### src/rtl/tdc_readout_arbiter_if.sv
// rtl/tdc_readout_arbiter_if.sv - source/sink bundle for the TDC readout arbiter
// Purpose: groups the per-source FIFO taps, the merged sink FIFO port and the
//          grant status of tdc_readout_arbiter into one interface.
// Signals:
//   SRC_EN[NUM_SRC]       per-source arbitration enable
//   SRC_EMPTY[NUM_SRC]    source FIFO empty flags (first-word-fall-through)
//   SRC_DATA[32*NUM_SRC]  source FIFO heads, source i at [32i+31:32i]
//   SRC_READ[NUM_SRC]     one-hot pop strobe to the sources
//   FIFO_READ             sink pop request
//   FIFO_EMPTY            merged buffer holds no word
//   FIFO_DATA[32]         merged buffer head word
//   FIFO_SRC[4]           source index of the head word
//   GRANT_VALID           a source currently holds the grant
//   GRANT_IDX[4]          currently or last granted source
// Modports: master = arbiter side, slave = sources/sink side.
interface tdc_readout_arbiter_if #(
  parameter int NUM_SRC = 4
);
  logic [NUM_SRC-1:0]    SRC_EN;
  logic [NUM_SRC-1:0]    SRC_EMPTY;
  logic [32*NUM_SRC-1:0] SRC_DATA;
  logic [NUM_SRC-1:0]    SRC_READ;
  logic                  FIFO_READ;
  logic                  FIFO_EMPTY;
  logic [31:0]           FIFO_DATA;
  logic [3:0]            FIFO_SRC;
  logic                  GRANT_VALID;
  logic [3:0]            GRANT_IDX;

  modport master (
    input  SRC_EN, SRC_EMPTY, SRC_DATA, FIFO_READ,
    output SRC_READ, FIFO_EMPTY, FIFO_DATA, FIFO_SRC, GRANT_VALID, GRANT_IDX
  );

  modport slave (
    output SRC_EN, SRC_EMPTY, SRC_DATA, FIFO_READ,
    input  SRC_READ, FIFO_EMPTY, FIFO_DATA, FIFO_SRC, GRANT_VALID, GRANT_IDX
  );
endinterface

### src/rtl/tdc_readout_arbiter.sv
// rtl/tdc_readout_arbiter.sv - round-robin burst merger of TDC readout FIFOs
// Purpose: pops up to MAX_BURST words per grant from one of NUM_SRC source
//          FIFOs and merges them into a 2-entry first-word-fall-through
//          buffer tagged with the source index.
// Ports:
//   BUS_CLK  clock for all logic
//   BUS_RST  asynchronous active-high reset
//   bus      tdc_readout_arbiter_if.master (source taps, sink port, grant status)
module tdc_readout_arbiter #(
  parameter int NUM_SRC   = 4,
  parameter int MAX_BURST = 16
) (
  input logic                     BUS_CLK,
  input logic                     BUS_RST,
  tdc_readout_arbiter_if.master   bus
);

  typedef enum logic {S_IDLE, S_BURST} state_t;

  state_t      r_state;
  logic [3:0]  r_grant_idx;
  logic [7:0]  r_burst_cnt;
  logic [35:0] r_buf [2];
  logic [1:0]  r_cnt;

  logic [15:0] w_req;
  logic        w_any_req;
  logic        w_cur_req;
  logic        w_pop;
  logic        w_rd;
  logic [3:0]  w_next_idx;
  logic [31:0] w_sel_data;
  logic [35:0] w_wr_word;

  // Widened to 16 bits so a 4-bit grant index can select any request bit.
  always_comb begin
    w_req = '0;
    w_req[NUM_SRC-1:0] = bus.SRC_EN & ~bus.SRC_EMPTY;
  end

  assign w_any_req = |w_req;
  assign w_cur_req = w_req[r_grant_idx];
  // A full buffer can still take a word when the sink pops in the same cycle.
  assign w_pop     = (r_state == S_BURST) && w_cur_req && ((r_cnt != 2'd2) || bus.FIFO_READ);
  assign w_rd      = bus.FIFO_READ && (r_cnt != 2'd0);

  function automatic logic [3:0] rr_idx(input logic [3:0] base, input int k);
    int s;
    s = int'(base) + k;
    if (s >= NUM_SRC) s = s - NUM_SRC;
    return s[3:0];
  endfunction

  // Scan downward so the nearest requester after the last grant overwrites last.
  always_comb begin
    w_next_idx = r_grant_idx;
    for (int k = NUM_SRC; k >= 1; k--) begin
      if (w_req[rr_idx(r_grant_idx, k)]) w_next_idx = rr_idx(r_grant_idx, k);
    end
  end

  always_comb begin
    w_sel_data = '0;
    for (int i = 0; i < NUM_SRC; i++) begin
      if (r_grant_idx == 4'(i)) w_sel_data = bus.SRC_DATA[32*i +: 32];
    end
  end

  assign w_wr_word = {r_grant_idx, w_sel_data};

  always_comb begin
    bus.SRC_READ = '0;
    for (int i = 0; i < NUM_SRC; i++) begin
      bus.SRC_READ[i] = w_pop && (r_grant_idx == 4'(i));
    end
  end

  always_ff @(posedge BUS_CLK or posedge BUS_RST) begin
    if (BUS_RST) begin
      r_state     <= S_IDLE;
      r_grant_idx <= 4'(NUM_SRC - 1);
      r_burst_cnt <= '0;
      r_buf[0]    <= '0;
      r_buf[1]    <= '0;
      r_cnt       <= '0;
    end else begin
      case (r_state)
        S_IDLE: begin
          if (w_any_req) begin
            r_grant_idx <= w_next_idx;
            r_burst_cnt <= '0;
            r_state     <= S_BURST;
          end
        end
        S_BURST: begin
          if (!w_cur_req) begin
            r_state <= S_IDLE;
          end else if (w_pop) begin
            r_burst_cnt <= r_burst_cnt + 8'd1;
            if (r_burst_cnt == 8'(MAX_BURST - 1)) r_state <= S_IDLE;
          end
        end
        default: r_state <= S_IDLE;
      endcase

      // Entry 0 is always the head; a write lands behind whatever survives the read.
      case ({w_pop, w_rd})
        2'b10: begin
          if (r_cnt == 2'd0) r_buf[0] <= w_wr_word;
          else               r_buf[1] <= w_wr_word;
          r_cnt <= r_cnt + 2'd1;
        end
        2'b01: begin
          r_buf[0] <= r_buf[1];
          r_cnt    <= r_cnt - 2'd1;
        end
        2'b11: begin
          if (r_cnt == 2'd1) begin
            r_buf[0] <= w_wr_word;
          end else begin
            r_buf[0] <= r_buf[1];
            r_buf[1] <= w_wr_word;
          end
        end
        default: ;
      endcase
    end
  end

  assign bus.FIFO_EMPTY  = (r_cnt == 2'd0);
  assign bus.FIFO_DATA   = r_buf[0][31:0];
  assign bus.FIFO_SRC    = r_buf[0][35:32];
  assign bus.GRANT_VALID = (r_state == S_BURST);
  assign bus.GRANT_IDX   = r_grant_idx;

endmodule

### src/flat_wrapper.sv
// flat-port wrapper written by rule: the top's interface ports become plain ports
module tdc_readout_arbiter_flat 
#(
  parameter int NUM_SRC   = 4,
  parameter int MAX_BURST = 16
)
  (BUS_CLK, BUS_RST, bus_SRC_EN, bus_SRC_EMPTY, bus_SRC_DATA, bus_FIFO_READ, bus_SRC_READ, bus_FIFO_EMPTY, bus_FIFO_DATA, bus_FIFO_SRC, bus_GRANT_VALID, bus_GRANT_IDX);
  tdc_readout_arbiter_if #(.NUM_SRC(NUM_SRC)) bus_i ();
  input logic BUS_CLK;
  input logic BUS_RST;
  input wire logic [$bits(bus_i.SRC_EN)-1:0] bus_SRC_EN;
  input wire logic [$bits(bus_i.SRC_EMPTY)-1:0] bus_SRC_EMPTY;
  input wire logic [$bits(bus_i.SRC_DATA)-1:0] bus_SRC_DATA;
  input wire logic [$bits(bus_i.FIFO_READ)-1:0] bus_FIFO_READ;
  output wire logic [$bits(bus_i.SRC_READ)-1:0] bus_SRC_READ;
  output wire logic [$bits(bus_i.FIFO_EMPTY)-1:0] bus_FIFO_EMPTY;
  output wire logic [$bits(bus_i.FIFO_DATA)-1:0] bus_FIFO_DATA;
  output wire logic [$bits(bus_i.FIFO_SRC)-1:0] bus_FIFO_SRC;
  output wire logic [$bits(bus_i.GRANT_VALID)-1:0] bus_GRANT_VALID;
  output wire logic [$bits(bus_i.GRANT_IDX)-1:0] bus_GRANT_IDX;
  assign bus_i.SRC_EN = bus_SRC_EN;
  assign bus_i.SRC_EMPTY = bus_SRC_EMPTY;
  assign bus_i.SRC_DATA = bus_SRC_DATA;
  assign bus_i.FIFO_READ = bus_FIFO_READ;
  assign bus_SRC_READ = bus_i.SRC_READ;
  assign bus_FIFO_EMPTY = bus_i.FIFO_EMPTY;
  assign bus_FIFO_DATA = bus_i.FIFO_DATA;
  assign bus_FIFO_SRC = bus_i.FIFO_SRC;
  assign bus_GRANT_VALID = bus_i.GRANT_VALID;
  assign bus_GRANT_IDX = bus_i.GRANT_IDX;
  tdc_readout_arbiter #(.NUM_SRC(NUM_SRC), .MAX_BURST(MAX_BURST)) u_core (.BUS_CLK(BUS_CLK), .BUS_RST(BUS_RST), .bus(bus_i));
endmodule
### config.mk
export PLATFORM = sky130hd
export DESIGN_NAME = tdc_readout_arbiter_flat
export DESIGN_NICKNAME = d
export VERILOG_FILES = /design/src/rtl/tdc_readout_arbiter_if.sv /design/src/rtl/tdc_readout_arbiter.sv /design/src/flat_wrapper.sv
export SDC_FILE = /design/constraint.sdc
export NUM_CORES = 1
export LEC_CHECK = 0
export CELL_PAD_IN_SITES_DETAIL_PLACEMENT = 1
export CELL_PAD_IN_SITES_GLOBAL_PLACEMENT = 1
export CORE_ASPECT_RATIO = 0.75
export CORE_UTILIZATION = 31
export CTS_CLUSTER_DIAMETER = 40
export DETAILED_ROUTE_END_ITERATION = 8
export PLACE_DENSITY = 0.74
export SLEW_MARGIN = 30
export SYNTH_ARGS = -nofsm -noshare
export SYNTH_HDL_FRONTEND = slang
export SYNTH_SLANG_ARGS = --single-unit
export TNS_END_PERCENT = 100
### constraint.sdc
create_clock -name BUS_CLK -period 3.2 [get_ports BUS_CLK]
set_input_delay 0.8 -clock BUS_CLK [delete_from_list [all_inputs] [get_ports BUS_CLK]]
set_output_delay 0.8 -clock BUS_CLK [all_outputs]
set_load 0.01 [all_outputs]
Yosys cells after proc, flatten, opt, wreduce, memory -nomap -nowiden
Cells that the tools add are included.
{"block": "word_totals", "out_inout_bits": 46, "in_bits": 139, "register_bits": 87, "wordCells": 102}
{"block": "classes", "addsub": 11, "magnitude_cmp": 9, "n_mux": 38, "n_bitwise": 3, "n_eq_ne": 15, "reduce_logical": 20}
{"op": "36-bit two-way mux", "count": 4}
{"op": "32-bit two-way mux", "count": 4}
{"op": "36-bit case mux with 3 select lines", "count": 1}
{"op": "36-bit case mux with 2 select lines", "count": 1}
{"op": "4-bit two-way mux", "count": 8}
{"op": "4-bit by 5-bit less-than comparator with 1-bit output (second input constant)", "count": 5}
{"op": "8-bit two-way mux", "count": 3}
{"op": "1-bit binary-select mux with 4-bit select", "count": 5}
{"op": "5-bit by 3-bit greater-or-equal comparator with 1-bit output (second input constant)", "count": 4}
{"op": "8-bit case mux with 2 select lines", "count": 1}
{"op": "4-bit subtractor (second input constant)", "count": 4}
{"op": "2-bit inequality test (second input constant)", "count": 6}
{"op": "4-bit by 2-bit adder with 5-bit output (second input constant)", "count": 2}
{"op": "1-bit two-way mux", "count": 9}
{"op": "3-bit AND reduction", "count": 3}
{"op": "8-bit by 1-bit adder with 8-bit output (second input constant)", "count": 1}
{"op": "4-bit by 2-bit == test with 1-bit output (second input constant)", "count": 2}
{"op": "8-bit by 4-bit == test with 1-bit output (second input constant)", "count": 1}
{"op": "1-bit logical AND", "count": 7}
{"op": "2-bit nonzero test", "count": 3}
{"op": "4-bit by 1-bit adder with 5-bit output (second input constant)", "count": 1}
{"op": "4-bit by 3-bit adder with 5-bit output (second input constant)", "count": 1}
{"op": "4-bit bitwise AND", "count": 1}
{"op": "2-bit by 1-bit == test with 1-bit output (second input constant)", "count": 2}
{"op": "other kinds (16)", "count": 17}

Longest topological paths before layout
{"block": "depth", "ltp_word": 9, "depth_mapped": 12, "mapped_depth_nobuf": 12}

Least setup slack after synthesis
No wires, ideal clock.
{"block": "synth_timing", "kind": "input-to-reg", "startpoint": "in bus_SRC_EN[0]", "endpoint": "reg u_core.r_buf[18] (netlist name)", "cell_stages": 10, "n_path_buf": 3, "arrival_time_ps": 3208, "required_ps": 3075, "setup_slack_ps": -133, "setup_ps": 125, "cell_sequence": "nor2b_1 mux4_2 and4_4 buf_2 ha_1 nand2_1 o211a_1 clkbuf_1 buf_1 mux2_2"}
{"block": "synth_via", "elab_chain_len": 8, "elab_cells_between_ends": 12, "classes_between": "eq/ne: 4; mux: 3; bitwise: 1; reduce/logical: 4"}
{"element": "start, declared", "line_no": "flat_wrapper.sv:11", "source": "input wire logic [$bits(bus_i.SRC_EN)-1:0] bus_SRC_EN;"}
{"element": "4-bit bitwise AND *", "line_no": "tdc_readout_arbiter.sv:38", "source": "w_req[NUM_SRC-1:0] = bus.SRC_EN & ~bus.SRC_EMPTY;"}
{"element": "1-bit binary-select mux with 4-bit select *", "line_no": "tdc_readout_arbiter.sv:42", "source": "assign w_cur_req = w_req[r_grant_idx];"}
{"element": "1-bit two-way mux (implied by the code) *", "line_no": "tdc_readout_arbiter.sv:42"}
{"element": "1-bit logical AND * (2 in series)", "line_no": "tdc_readout_arbiter.sv:44", "source": "assign w_pop = (r_state == S_BURST) && w_cur_req && ((r_cnt != 2'd2) || bus.FIFO_READ);"}
{"element": "2-bit == test", "line_no": "tdc_readout_arbiter.sv:107", "source": "case ({w_pop, w_rd})"}
{"element": "2-bit inequality test (no line) or 2-bit nonzero test (tied branches)"}
{"element": "3-bit AND reduction (no line)"}
{"element": "end, declared", "line_no": "tdc_readout_arbiter.sv:23", "source": "logic [35:0] r_buf [2];"}
Every way passes the cells marked *; elsewhere a longest branch is shown, timed or not. The select of a mux whose other input is x is not followed.
A chain may end at the register's enable or synchronous reset.

Worst setup path in the final report
{"block": "layout_timing", "startpoint": "in bus_SRC_EN[1]", "endpoint": "out bus_SRC_READ[2]"}
{"block": "layout_via", "elab_chain_len": 6}
{"element": "4-bit bitwise AND", "line_no": "tdc_readout_arbiter.sv:38"}
{"element": "1-bit binary-select mux with 4-bit select", "line_no": "tdc_readout_arbiter.sv:42"}
{"element": "1-bit two-way mux (implied by the code)", "line_no": "tdc_readout_arbiter.sv:42"}
{"element": "1-bit logical AND (2 in series)", "line_no": "tdc_readout_arbiter.sv:44"}
{"element": "1-bit logical AND", "line_no": "tdc_readout_arbiter.sv:74", "source": "bus.SRC_READ[i] = w_pop && (r_grant_idx == 4'(i));"}
{"element": "end, declared", "line_no": "flat_wrapper.sv:15", "source": "output wire logic [$bits(bus_i.SRC_READ)-1:0] bus_SRC_READ;"}
Every way passes these cells. The select of a mux whose other input is x is not followed.

==> impl_metrics.toml <==
[cells_and_area]
final_nets = 892
final_common_cell = "clkdlybuf4s50_1"
layout-drive-gt1-share = 0.144
fillers = 1904
area_delta_synth_final_pct = 41.2
antennaDiodeCount = 0
final_cell_mix = "172 x clkdlybuf4s50_1, 85 x dfrtp_1, 82 x nor2_1"

[floorplanning]
start_util = 0.322
io_pins = 185
die_w_um = 156
dieHeight_um = 117
fp.dieArea_um2 = 18300
coreArea_um2 = 17100
num_rows = 41

[pwr]
pwr-share-comb = 0.582
p_sw_frac = 0.414
power_density_nw_per_um2 = 909
peakVddDrop_v = 0.000329
p_sw_mw = 2.92
p_leak_nw = 3.20
power_frac_clock = 0.149
p_seq_frac = 0.269
p_int_mw = 4.14

[synthesis]
yosys.area.top_type_share = 0.387
yosysSeqAreaShare = 0.396
ys_ff_latch = 87
ys.warnings.count = 0
yosys_most_used_dff = "dfrtp_1"
synth_cells = 589
synth.area.top_cells = "dfrtp_1 39%, mux2_2 7.8%, a222oi_1 5.8%"
synth-async-reset-ratio = 1.00
synth_edf_count = 0
syn_nets = 749
syn_avg_cell_area_um2 = 9.34
synth_top_area_cell = "dfrtp_1"
synthesis.area_um2 = 5500
synth.distinct_cells = 47

[drt]
wl_mm = 19.8
drtAntennaViolNets = 0
avgRoutedWirePerCell_um = 20.4
routed_via_density = 5.34
first_pass_iters = 9
vias = 5195
drc = 0
drt_iter0_markers = 447

[placed_design]
dp_hpwl_mm = 14.4
numPortBuffers = 184
gp_congestion = 0.853

[timing]
rsz0062_at_grt = "false"
final.period_utilization = 0.972
timing.final.hold_violations = 0
final.setup.tns_ns = 0
hold_ws_ns = 0.510
skew_ns = 0.00586
fmaxAchievable_mhz = 321
finalWorstPathRequiredPeriod_ns = 3.11
finalMaxSlewViolations = 0
relSlewSlack = 0.468
setup_violations = 0
worstMarginPinSlew_ns = 0.794

[global_routing]
antenna_found_initial = 0
grt_use_total = 0.222
grt.overflow.total = 0
grt_pass1_wl_mm = 31.3
grt_pass1_vias = 5593
grt_start_max_net_pins = 73

[setup_path]
required_ns = 2.40
critPathCaptureType = "output pin"
path_class = "input port to output pin"
cp-start-kind = "input port"
cp.arrival_ns = 2.31
cp_max_fo = 5

[clocking]
ctsLongestPathBuffers = 2
numCtsBuffers = 9
clock_latency_ns = 0.34
clock_sinks = 87
root_buffer = "clkbuf_16"
cts_tree = "built"
htree_levels = 3
clkTransAtPathRegs_ns = 0.06
cts_hold_buffers = 0

[job]
cap_violations = 0

[status]
outcome = "complete, no violations"

[min_path]
hold_path_class = "flip-flop to flip-flop"
## final timing paths
kind / start / end / slack, ns / cells after the start
max in group asynchronous: BUS_RST / u_core.bus.FIFO_DATA[13] / 1.94 / 3
min reg2reg: u_core.r_buf[17] / u_core.r_buf[17] / 0.51 / 1
min in group asynchronous: BUS_RST / u_core.bus.FIFO_SRC[1] / 0.71 / 2
max reg2reg: u_core.bus.GRANT_IDX[0] / u_core.bus.GRANT_IDX[3] / 0.34 / 9
min: u_core.r_buf[17] / u_core.r_buf[17] / 0.51 / 1
max: bus_SRC_EN[1] / bus_SRC_READ[2] / 0.09 / 8
## Yosys cell counts (4+ instances only)
| cell type | count |
|---|---|
| dfrtp_1 | 85 |
| nor2_1 | 84 |
| nand2_1 | 47 |
| a21oi_1 | 39 |
| buf_4 | 38 |
| mux2_2 | 38 |
| a22oi_1 | 36 |
| o31ai_1 | 33 |
| a222oi_1 | 32 |
| clkbuf_1 | 31 |
| ha_1 | 21 |
| inv_1 | 13 |
| xnor2_1 | 9 |
| buf_2 | 7 |
| and2_1 | 6 |
| nor2b_1 | 6 |
| buf_6 | 5 |
| o21ai_0 | 5 |
| xor2_1 | 5 |
| mux2i_1 | 4 |
## power by group through the flow
stage / combinational, mW / sequential, mW / clock (mW)
finish: 4.11 / 1.90 / 1.05
global route: 4.49 / 1.97 / 1.11
CTS: 4.14 / 1.90 / 1.07
detailed placement: 4.09 / 1.91 / 0
global placement: 3.92 / 1.89 / 0
floorplan: 2.82 / 1.84 / 0
## cell type report
class | count | area (um^2) | area share
Multi-Input combinational cell | 405 | 2810 | 0.362
Sequential cell | 87 | 2180 | 0.281
Timing Repair Buffer | 215 | 2130 | 0.275
Tap cell | 236 | 295 | 0.0380
Clock buffer | 11 | 233 | 0.0300
Clock inverter | 5 | 58.8 | 0.00757
Inverter | 14 | 56.3 | 0.00725
## kinds of logic after synthesis
family	share of synthesized area
compound gates	0.209
fa+ha+maj	0.0478
xor+xnor	0.0223
simple gates	0.135
mux	0.0892
buf+inv	0.101
flops	0.396
## sequential cells by signal, indices dropped and copies added (netlist names)
| register | cells |
|---|---|
| u_core.bus.GRANT_VALID | 1 |
| u_core.r_burst_cnt | 8 |
| u_core.bus.FIFO_DATA | 32 |
| u_core.r_cnt | 2 |
| u_core.bus.GRANT_IDX | 4 |
| u_core.r_buf | 36 |
| u_core.bus.FIFO_SRC | 4 |
## worst max-delay path, stage by stage
cell and delay, ns:
dlygate4sd2_1 0.24, nor2b_2 0.15, mux4_2 0.51, and4_4 0.22, buf_4 0.14, inv_4 0.06
nor2_1 0.04, buf_2 0.14
## metal layers
layer  vias to the layer above  GRT usage  share of wire
li1                       2395          -              -
met1                      2654      0.297           0.45
met2                       134      0.375           0.50
met3                        12     0.0344          0.042
met4                         0     0.0472         0.0092
met5                         -          0              0
## stage by stage
step	area [um^2]	util	instances	total power, mW	setup WS (ns)
2_1_floorplan	5510	-	589	4.66	0.114
3_3_place_gp	7440	0.435	955	5.81	-0.408
3_5_place_dp	7440	0.435	955	6.00	-0.535
4_1_cts	7730	0.453	973	7.11	-0.0659
5_1_grt	7770	0.455	973	7.57	0.0549
6_report	7770	0.455	973	7.06	0.0893
## timing repair
| action | 4_1_cts | 5_1_grt |
|---|---|---|
| buffers inserted | 1 | 0 |
| gates cloned | 1 | 0 |
| gates resized for setup | 21 | 13 |
| pin swaps | 2 | 2 |
| endpoints found under the setup margin | 40 | 62 |
No activity file was read; power rests on OpenSTA's default activity.
